[config.mk]
export PLATFORM = sky130hd
export DESIGN_NAME = aes_block_sequencer
export DESIGN_NICKNAME = d
export VERILOG_FILES = /design/src/rtl/aes_block_sequencer.sv
export SDC_FILE = /design/constraint.sdc
export NUM_CORES = 2
export LEC_CHECK = 0
export ABC_AREA = 0
export ABC_CLOCK_PERIOD_IN_PS = 4630
export BUFFER_PORTS_ARGS = -buffer_cell sky130_fd_sc_hd__buf_2
export CAP_MARGIN = 20
export CORE_MARGIN = 3
export CORE_UTILIZATION = 25
export CTS_BUF_LIST = sky130_fd_sc_hd__clkbuf_4
export DETAILED_ROUTE_END_ITERATION = 7
export HOLD_SLACK_MARGIN = 0.08
export SYNTH_ARGS = -nofsm -noshare
export SYNTH_HDL_FRONTEND = slang
export SYNTH_SLANG_ARGS = --single-unit
export TNS_END_PERCENT = 1
[constraint.sdc]
create_clock -name iClk -period 4.63 [get_ports iClk]
set_input_delay 0.6945 -clock iClk [delete_from_list [all_inputs] [get_ports iClk]]
set_output_delay 0.6945 -clock iClk [all_outputs]
set_load 0.02 [all_outputs]
[src/rtl/aes_block_sequencer.sv]
// rtl/aes_block_sequencer.sv - APB-programmed multi-block AES sequencer (ECB/CBC) driving an external AesCore
//
// Purpose:
//   Holds the key, the IV and DEPTH 128-bit input/output block buffers behind an APB register map.
//   A start write streams LEN/16 blocks through an external AesCore one at a time. The chaining
//   value is XORed in when CBC is selected. Each result lands in the output buffer. Completion or
//   a rejected length raises a pending bit, which drives the maskable level interrupt.
//
// Ports:
//   iClk, iRsn                      clock, asynchronous active-low reset
//   iPsel/iPenable/iPwrite          APB control (no wait states)
//   iPaddr[15:0], iPwdata[31:0]     APB byte address / write data
//   oPrdata[31:0]                   APB read data, captured in the setup phase
//   oInt                            level interrupt = master & |(PEND & INT_EN)
//   oStAes                          one-cycle start pulse to AesCore
//   oAesKey[127:0]                  key register, driven continuously
//   oPlainText[127:0]               block to AesCore, stable from oStAes until iAesDone
//   iAesDone, iCpText[127:0]        AesCore done pulse and ciphertext

module aes_block_sequencer #(
  parameter int DEPTH  = 8,
  parameter bit CBC_EN = 1'b1
) (
  input  logic         iClk,
  input  logic         iRsn,
  input  logic         iPsel,
  input  logic         iPenable,
  input  logic         iPwrite,
  input  logic [15:0]  iPaddr,
  input  logic [31:0]  iPwdata,
  output logic [31:0]  oPrdata,
  output logic         oInt,
  output logic         oStAes,
  output logic [127:0] oAesKey,
  output logic [127:0] oPlainText,
  input  logic         iAesDone,
  input  logic [127:0] iCpText
);

  localparam int AW    = $clog2(DEPTH);
  localparam int IW    = AW + 1;
  localparam int WORDS = 4 * DEPTH;

  typedef enum logic [1:0] {
    IDLE = 2'd0,
    LOAD = 2'd1,
    WAIT = 2'd2,
    DONE = 2'd3
  } stateT;

  stateT stateQ, stateNext;

  logic [127:0] keyReg;
  logic [127:0] ivReg;
  logic [127:0] plainReg;
  logic [127:0] inBuf  [DEPTH];
  logic [127:0] outBuf [DEPTH];
  logic         ctrlCbc;
  logic [15:0]  lenReg;
  logic         lenErr;
  logic [5:0]   blocksDone;
  logic [AW-1:0] idx;
  logic [IW-1:0] nBlocks;
  logic [1:0]   intEn;
  logic [1:0]   pend;
  logic         masterEn;
  logic [31:0]  prdataReg;
  logic [31:0]  rdData;

  // Byte 0 of a 128-bit value is its MSB byte but the LSB byte of word 0, so
  // each 32-bit word is a byte-reversed slice of the vector.
  function automatic logic [31:0] bswap32(input logic [31:0] w);
    return {w[7:0], w[15:8], w[23:16], w[31:24]};
  endfunction

  function automatic logic [31:0] getWord(input logic [127:0] v, input logic [1:0] k);
    logic [31:0] seg;
    case (k)
      2'd0:    seg = v[127:96];
      2'd1:    seg = v[95:64];
      2'd2:    seg = v[63:32];
      default: seg = v[31:0];
    endcase
    return bswap32(seg);
  endfunction

  function automatic logic [127:0] setWord(input logic [127:0] v, input logic [1:0] k,
                                           input logic [31:0] w);
    logic [127:0] r;
    r = v;
    case (k)
      2'd0:    r[127:96] = bswap32(w);
      2'd1:    r[95:64]  = bswap32(w);
      2'd2:    r[63:32]  = bswap32(w);
      default: r[31:0]   = bswap32(w);
    endcase
    return r;
  endfunction

  // APB phase qualifiers and address decode
  logic       apbWr;
  logic       apbRdSetup;
  logic       aligned;
  logic [9:0] wordIdx;
  logic [AW-1:0] bufBlk;
  logic [1:0] bufWord;
  logic       bufHit;
  logic       isCtrl, isLen, isStatus, isKey, isIv, isIn, isOut, isIntEn, isPend, isMaster;

  assign apbWr      = iPsel & iPenable & iPwrite;
  assign apbRdSetup = iPsel & ~iPenable & ~iPwrite;
  assign aligned    = (iPaddr[1:0] == 2'b00);
  assign wordIdx    = iPaddr[11:2];
  assign bufBlk     = wordIdx[AW+1:2];
  assign bufWord    = wordIdx[1:0];
  assign bufHit     = ({22'd0, wordIdx} < 32'(WORDS));

  assign isCtrl   = (iPaddr == 16'h0000);
  assign isLen    = (iPaddr == 16'h0004);
  assign isStatus = (iPaddr == 16'h0008);
  assign isKey    = aligned && (iPaddr[15:4] == 12'h400);
  assign isIv     = aligned && (iPaddr[15:4] == 12'h401);
  assign isIn     = aligned && (iPaddr[15:12] == 4'h5) && bufHit;
  assign isOut    = aligned && (iPaddr[15:12] == 4'h6) && bufHit;
  assign isIntEn  = (iPaddr == 16'hA000);
  assign isPend   = (iPaddr == 16'hA004);
  assign isMaster = (iPaddr == 16'hA008);

  // Sequencing control
  logic busy;
  logic lenOk;
  logic startReq, startGo, startBad;
  logic cbcWrVal;
  logic lastBlock;
  logic aesAccept;
  logic stAes;
  logic setDone;
  logic [1:0] pendSet, pendClr;

  // DONE still counts as busy so a start landing in that cycle is dropped
  // rather than racing the return to IDLE.
  assign busy      = (stateQ != IDLE);
  assign lenOk     = (lenReg != 16'd0) && (lenReg[3:0] == 4'd0) && (lenReg <= 16'(16 * DEPTH));
  assign startReq  = apbWr & isCtrl & iPwdata[0] & ~busy;
  assign startGo   = startReq & lenOk;
  assign startBad  = startReq & ~lenOk;
  assign cbcWrVal  = iPwdata[1] & CBC_EN;
  assign lastBlock = ({1'b0, idx} == (nBlocks - IW'(1)));
  assign aesAccept = (stateQ == WAIT) & iAesDone;

  assign pendSet = {startBad, setDone};
  assign pendClr = (apbWr && isPend) ? iPwdata[1:0] : 2'b00;

  // FSM state register
  always_ff @(posedge iClk or negedge iRsn) begin
    if (!iRsn) begin
      stateQ <= IDLE;
    end else begin
      stateQ <= stateNext;
    end
  end

  // FSM next state and control outputs
  always_comb begin
    stateNext = stateQ;
    stAes     = 1'b0;
    setDone   = 1'b0;
    case (stateQ)
      IDLE: begin
        if (startGo) stateNext = LOAD;
      end
      LOAD: begin
        stAes     = 1'b1;
        stateNext = WAIT;
      end
      WAIT: begin
        if (iAesDone) stateNext = lastBlock ? DONE : LOAD;
      end
      DONE: begin
        setDone   = 1'b1;
        stateNext = IDLE;
      end
      default: stateNext = IDLE;
    endcase
  end

  // Register file, buffers and datapath
  always_ff @(posedge iClk or negedge iRsn) begin
    if (!iRsn) begin
      keyReg     <= '0;
      ivReg      <= '0;
      plainReg   <= '0;
      ctrlCbc    <= 1'b0;
      lenReg     <= '0;
      lenErr     <= 1'b0;
      blocksDone <= '0;
      idx        <= '0;
      nBlocks    <= '0;
      intEn      <= '0;
      pend       <= '0;
      masterEn   <= 1'b0;
      prdataReg  <= '0;
      for (int b = 0; b < DEPTH; b++) begin
        inBuf[b]  <= '0;
        outBuf[b] <= '0;
      end
    end else begin
      // Configuration and data writes are frozen while a run is in flight
      if (apbWr && !busy) begin
        if (isCtrl) ctrlCbc <= cbcWrVal;
        if (isLen)  lenReg  <= iPwdata[15:0];
        if (isKey)  keyReg  <= setWord(keyReg, iPaddr[3:2], iPwdata);
        if (isIv)   ivReg   <= setWord(ivReg, iPaddr[3:2], iPwdata);
        if (isIn)   inBuf[bufBlk] <= setWord(inBuf[bufBlk], bufWord, iPwdata);
      end
      if (apbWr && isIntEn)  intEn    <= iPwdata[1:0];
      if (apbWr && isMaster) masterEn <= iPwdata[0];

      // A set in the same cycle as a W1C of that bit wins
      pend <= (pend & ~pendClr) | pendSet;

      if (startBad) lenErr <= 1'b1;

      if (startGo) begin
        lenErr     <= 1'b0;
        blocksDone <= '0;
        idx        <= '0;
        nBlocks    <= lenReg[AW+4:4];
        // The start write also sets the mode, so the first block uses the
        // written cbc bit; the IV is the first chaining value.
        plainReg   <= inBuf[0] ^ (cbcWrVal ? ivReg : 128'd0);
      end

      if (aesAccept) begin
        outBuf[idx] <= iCpText;
        blocksDone  <= blocksDone + 6'd1;
        if (!lastBlock) begin
          idx      <= idx + AW'(1);
          // The fresh ciphertext is the chaining value for the next block
          plainReg <= inBuf[idx + AW'(1)] ^ (ctrlCbc ? iCpText : 128'd0);
        end
      end

      if (apbRdSetup) prdataReg <= rdData;
    end
  end

  // Read mux, captured into prdataReg during the setup phase
  always_comb begin
    rdData = '0;
    if (isCtrl)        rdData = {30'd0, ctrlCbc, 1'b0};
    else if (isLen)    rdData = {16'd0, lenReg};
    else if (isStatus) rdData = {24'd0, blocksDone, lenErr, busy};
    else if (isKey)    rdData = getWord(keyReg, iPaddr[3:2]);
    else if (isIv)     rdData = getWord(ivReg, iPaddr[3:2]);
    else if (isIn)     rdData = getWord(inBuf[bufBlk], bufWord);
    else if (isOut)    rdData = getWord(outBuf[bufBlk], bufWord);
    else if (isIntEn)  rdData = {30'd0, intEn};
    else if (isPend)   rdData = {30'd0, pend};
    else if (isMaster) rdData = {31'd0, masterEn};
  end

  assign oPrdata    = prdataReg;
  assign oInt       = masterEn & |(pend & intEn);
  assign oStAes     = stAes;
  assign oAesKey    = keyReg;
  assign oPlainText = plainReg;

endmodule
=== After elaboration in Yosys (flattened, before gate mapping) ===
Index checks and enable logic that the tools add are counted.

* Register bits after elaboration: 2502
* Input bits: 182
* Output and inout bits: 290
* Word-level logic and storage cells: 186

* Add/sub/neg operators: 3
* $lt $le $gt $ge: 7
* Equal/unequal tests: 17
* Multiplexer cells: 60
* Bitwise logic cells: 25
* Reductions and logical operators: 38

{| class="wikitable"
|+ Operator list
! kind !! count
|-
| $bwmux 1024 || 2
|-
| $mux 128 || 13
|-
| $bmux 128 s3 || 3
|-
| $demux 128 s3 || 2
|-
| $mux 32 || 19
|-
| $pmux 32 s3 || 4
|-
| $xor 128x128->128 || 2
|-
| $eq 16x16->1 const B || 3
|-
| $eq 12x11->1 const B || 2
|-
| $reduce_and 3->1 || 8
|-
| $eq 16x3->1 const B || 1
|-
| $eq 16x4->1 const B || 1
|-
| $le 16x8->1 const B || 1
|-
| $logic_not 16->1 || 1
|-
| $reduce_bool 16->1 || 1
|-
| $logic_and 1x1->1 || 14
|-
| $ge 4x4->1 const B || 3
|-
| $mux 2 || 6
|-
| $mux 6 || 2
|-
| $not 3->4 || 3
|-
| $and 1x1->1 || 11
|-
| $lt 10x6->1 const B || 1
|-
| $mux 3 || 3
|-
| $eq 4x3->1 const B || 2
|-
| other kinds (21) || 42
|}

=== Logic depth before layout (Yosys ltp) ===
* Depth after elaboration: 12
* Depth in mapped cells: 13
* Depth with buffers taken out: 8

=== Least setup slack after synthesis ===
Ideal clock, no wire load.

* Path kind: input to register
* Start: input port iPaddr[4]
* End: register keyReg[10] (netlist: oAesKey[10])
* Library setup time: 125 ps
* Arrival time: 2688 ps
* Required time: 4505 ps
* Path slack: 1818 ps
* Stages on the path: 8
* Path buffers: 3
* Path through: buf_4 > or3_1 > buf_2 > nor4_4 > nand2_1 > nor2_1 > buf_2 > mux2_2

* Cells in the longest elaborated chain, start to end: 3

{| class="wikitable"
|+ RTL lines
! item !! line !! text
|-
| start, declared || 29 || <nowiki>input logic [15:0] iPaddr,</nowiki>
|-
| $eq 12x11->1 || 121 || <nowiki>assign isKey = aligned && (iPaddr[15:4] == 12'h400);</nowiki>
|-
| $logic_and 1x1->1 || 121 ||
|-
| $reduce_and 3->1 (no source line) || - ||
|-
| end signal, assigned || 212 || <nowiki>if (isKey) keyReg <= setWord(keyReg, iPaddr[3:2], iPwdata);</nowiki>
|-
| end, declared || 53 || <nowiki>logic [127:0] keyReg;</nowiki>
|}

No other way between the ends.
A chain may end at the register's enable or synchronous reset.

=== Worst setup path after layout ===
* Start: input port iPaddr[1]
* End: register plainReg[126] (netlist: oPlainText[126])

* Cells in the longest elaborated chain, start to end: 8

{| class="wikitable"
|+ RTL lines
! item !! line !! text
|-
| $logic_not 16->1 * || 118 || <nowiki>assign isCtrl = (iPaddr == 16'h0000);</nowiki>
|-
| $and 1x1->1 * (3 in series) || 144 || <nowiki>assign startReq = apbWr & isCtrl & iPwdata[0] & ~busy;</nowiki>
|-
| $and 1x1->1 * || 145 || <nowiki>assign startGo = startReq & lenOk;</nowiki>
|-
| $mux 128 * || 224 || <nowiki>if (startGo) begin</nowiki>
|-
| $mux 128 || 237 || <nowiki>if (!lastBlock) begin</nowiki>
|-
| $mux 128 * || 234 || <nowiki>if (aesAccept) begin</nowiki>
|-
| end signal, assigned || 231 || <nowiki>plainReg <= inBuf[0] ^ (cbcWrVal ? ivReg : 128'd0);</nowiki>
|-
| end signal, assigned || 240 || <nowiki>plainReg <= inBuf[idx + AW'(1)] ^ (ctrlCbc ? iCpText : 128'd0);</nowiki>
|-
| end, declared || 55 || <nowiki>logic [127:0] plainReg;</nowiki>
|}

Mark *: on every way between the ends. The rest lies on a longest branch, timed or not.

==> impl_summary.md <==
Power and ir drop
Summed over all cells, the static leakage comes to 68.5 nW. The peak supply drop is 0.233 mV. For this design the ratio of total power to cell area is 311 nW/µm².

Setup path
The sum of buffers and inverters on the critical path is 7. The largest single stage delay on the critical path is 790 ps. In this run the critical register-to-register path is launched from stateQ[1]. The critical path arrival is roughly 5200 ps. In this run the worst setup path terminates at oPlainText[126].

Broken down by cell family, the worst path's largest delay share belongs to buffers and inverters. The slowest stage of the critical path belongs to the cell dlygate4sd3_1. In this run the number of cells on the critical path is 14.

The endpoint identified for the worst register-to-register timing path is outBuf[854]. The cell occurring most often along the worst timing path is dlygate4sd3_1. The type of the worst setup path is input pin to flop. STA classifies the critical path startpoint as an input pin. For the worst setup path, the data required time is 5930 ps. Walking the worst path, the cells encountered are dlygate4sd3_1 > buf_2 > nor4_4 > dlygate4sd3_1 > nand4_1 > dlygate4sd3_1 > nor4_2 > buf_4 > nor2b_4 > buf_12 > buf_4 > nand2_1 > o211ai_1 > o21ai_0. The number of cells on the worst reg-to-reg path is 6. The kind of end point of the critical path is a flop. Of all nets on the critical path, the largest fanout is 24.

The worst-case register-to-register setup slack is 1130 ps. The critical path starts at iPaddr[1].

Place
The placed cell area is roughly 140000 µm². The congestion estimate from routability-driven global placement came to 1.03. Detailed placement finished with a half-perimeter wire length of roughly 430 mm. The number of buffers inserted by port buffering is 471.

Floorplan
The number of ports placed on the die boundary is ~470. Measured along the x axis, the die boundary spans 710 µm. The floorplan step defined a die boundary enclosing 504000 µm². The core footprint is 492000 µm². The floorplan has ~260 rows. The die height is 710 µm. The initial utilization of the core area, before any placement, comes to 25.2%.

Outcome
The run finished, with violations left. The checks that failed: DRC, slew limit.

Timing
For the pin with the worst max-slew slack, the measured transition is 1530 ps. The number of hold-slack violations in the final timing report is 0. Static timing analysis puts the maximum clock frequency at 0.257 GHz.

In this run the tightest slew margin relative to its limit is -1.98%. Hold is met by 102 ps. Adding up every negative setup slack in the final design gives 0 ps.

Across the routed clock network, the largest skew measured is about 210 ps. Setup violations remaining at the end of the flow were counted as 0. The clock period minus worst slack is slightly below 4000 ps. The final worst-path cycle share is 84.1%. The final count of pins violating max slew is 2. Setup repair after global routing left no endpoint under its margin.

Clock network
The number of levels the H-tree was split into is 6. The number of buffers between clock root and the deepest sink is 4. The clock-pin transition on the worst setup and hold timing paths is 70 ps. The number of buffers added by the clock tree synthesis step is 679. The clock insertion delay at the later pin of the skew report is 1520 ps. The count of buffers added by post-CTS timing repair for setup is 0. After clock tree synthesis, the repair step resized 0 gates. The clock sink count is 2502. The tree is rooted in a clkbuf_4. TritonCTS built the clock tree.

Global routing
The via count of the first global-routing pass is 99150. The number of antenna violations at the first check in global routing is around 160. Entering global routing, the biggest net connects 144 pins. In the global route stage, overall resource usage came out at 23.7%. The total congestion overflow after global routing is 0. The first-pass GRT wire length is between 800 and 900 mm.

Drt
The via density per instance is 5.56. The first-pass iteration count of the detailed router is 8. The total length of routed wires is 619 mm.

In the final routed layout, each cell accounts on average for 32.5 µm. In this run, the number of DRC markers left after iteration 0 of detailed routing was 15103. In the routed design, unresolved DRC markers number 6. For this block, the via count after detailed routing is 105933. Once detail routing completed, the nets flagged for antenna violations numbered 0.

Yosys
The most instantiated flip-flop cell in the synthesis netlist is dfrtp_1. Each instance of the synthesized netlist takes up on average 11.2 µm². The number of nets in the synthesized netlist is between 10000 and 15000. Synthesis produced a netlist whose cell count is around 11000. The number of enable flip-flop cells after synthesis is 0. In this run, synthesis produced a sequential element count of 2502. Summing every instance area after synthesis gives 124000 µm². For this run, asynchronously set or reset flops after synthesis account for 100%.

During synthesis, Yosys emitted a total of 0 warnings. Yosys mapped the design onto between 80 and 90 distinct sky130hd cell types. For this run, the register share of the synthesized area comes to 50.5%.

Layout
The post-layout instance area is ~150000 µm². Of the cells placed in the final design, the portion with a size suffix greater than 1 is 32.9%. Compared with the post-synthesis result, the final layout area differs by 19.0%.

The count of filler cells inserted in the layout is 50580. The final layout contains ~12000 nets.

Flow run
Across the run, the number of max-cap violations was 0.

Worst hold path
The worst hold path belongs to the class input pin to async pin.
report_power, final:
group,internal [mW],switching [mW]
clock network,10.5,9.86
logic,0.834,2.82
registers,21.9,0.0253
flip-flops by register name, summed over array words and instances (netlist names):
name and count:
blocksDone 6, ctrlCbc 1, idx 3, inBuf 1024
intEn 2, ivReg 128, lenErr 1, lenReg 16
masterEn 1, nBlocks 4, oAesKey 128, oPlainText 128
oPrdata 32, outBuf 1024, pend 2, stateQ 2
worst min-delay path, cell delays in order:
cell and delay [ps]:
dlygate4sd3_1 590, buf_12 330, buf_16 320
layer usage:
metal / part of all wire, % / wire, µm / global-route usage, % / vias to the layer above
li1: - / - / - / 42182
met1: 38 / 234000 / 30.1 / 54253
met2: 40 / 249000 / 32.8 / 7766
met3: 15 / 94800 / 11.3 / 1648
met4: 6.5 / 40500 / 12.9 / 84
met5: 0.15 / 906 / 0.819 / -
cells in the mapped netlist (50+ instances only):
cell type / instances / area [µm²]
o221ai_1: 58 / 508
dfrtp_1: 2502 / 62600
a211oi_1: 56 / 420
buf_2: 232 / 1160
nor2_1: 234 / 878
mux2_2: 1501 / 16900
o211ai_1: 152 / 1140
mux2i_1: 393 / 3930
a22oi_1: 130 / 976
xor2_1: 130 / 1140
nand2_1: 2539 / 9530
xnor2_1: 132 / 1160
o21ai_1: 95 / 475
clkbuf_1: 502 / 1880
buf_4: 58 / 435
o21ai_0: 789 / 3950
a221oi_1: 183 / 1600
o22ai_1: 124 / 776
mux4_2: 378 / 8510
a221o_1: 50 / 500
buf_1: 100 / 375
a21oi_1: 243 / 1220
what timing repair did:
action | 4_1_cts | 5_1_grt
hold buffers | 176 | 0
endpoints found under the setup margin | 0 | 0
hold endpoints to repair | 3245 | 0
per-stage QoR:
stage          setup WS [ps]  instances  power [mW]  util (%)
6_report                 735      19068        45.9      30.0
5_1_grt                  669      19026        47.3      30.0
4_1_cts                  962      18985        45.9      29.9
3_5_place_dp           -5.90      17674        25.6      27.9
3_3_place_gp            13.4      17668        25.6      27.9
2_1_floorplan           1820      11061        23.4         -
worst min-delay path by stage:
stage | start | end | depth (start not counted)
after CTS | iPaddr[0] | oPrdata[17] | 7
after global routing | iPwdata[11] | ivReg[115] | 2
after floorplan | iRsn | blocksDone[0] | 0
after global placement | inBuf[602] | inBuf[602] | 2
final | iRsn | inBuf[985] | 3
after detailed placement | oPrdata[21] | oPrdata[21] | 1
logic make-up (layout without fill, tap and decap cells):
logic type	count (synthesis)	after routing	synth area share, %
flops	2502	2502	50.5
simple gates	2984	2984	9.58
mux	2285	2285	23.8
fa+ha+maj	3	3	0.0303
xor+xnor	262	262	1.85
compound gates	2110	2110	10.9
other cells	0	81	0
buf+inv	915	2366	3.26
layout by cell type, fill, tap and decap left out, types with 182 or more instances in the layout:
cell type / instances
a221oi_1: 182
buf_2: 465
o21ai_0: 788
buf_4: 425
nand2_1: 2527
mux2_2: 1501
mux2i_1: 393
a21oi_1: 242
clkbuf_4: 1033
mux4_2: 378
nor2_1: 218
dfrtp_1: 2500
layout make-up:
cell class              count  area (µm²)  share of cell area (%)
flip-flops and latches   2502       62600                    42.5
clock buffers            1032        7750                    5.26
diodes                     81         203                   0.137
clock inverters           103         666                   0.452
inverters                  11        51.3                  0.0348
multi-input cells        7644       57700                    39.1
repair buffers           1220       10300                    7.01
well taps                6475        8100                    5.50
(Power assumes the default switching activity.)
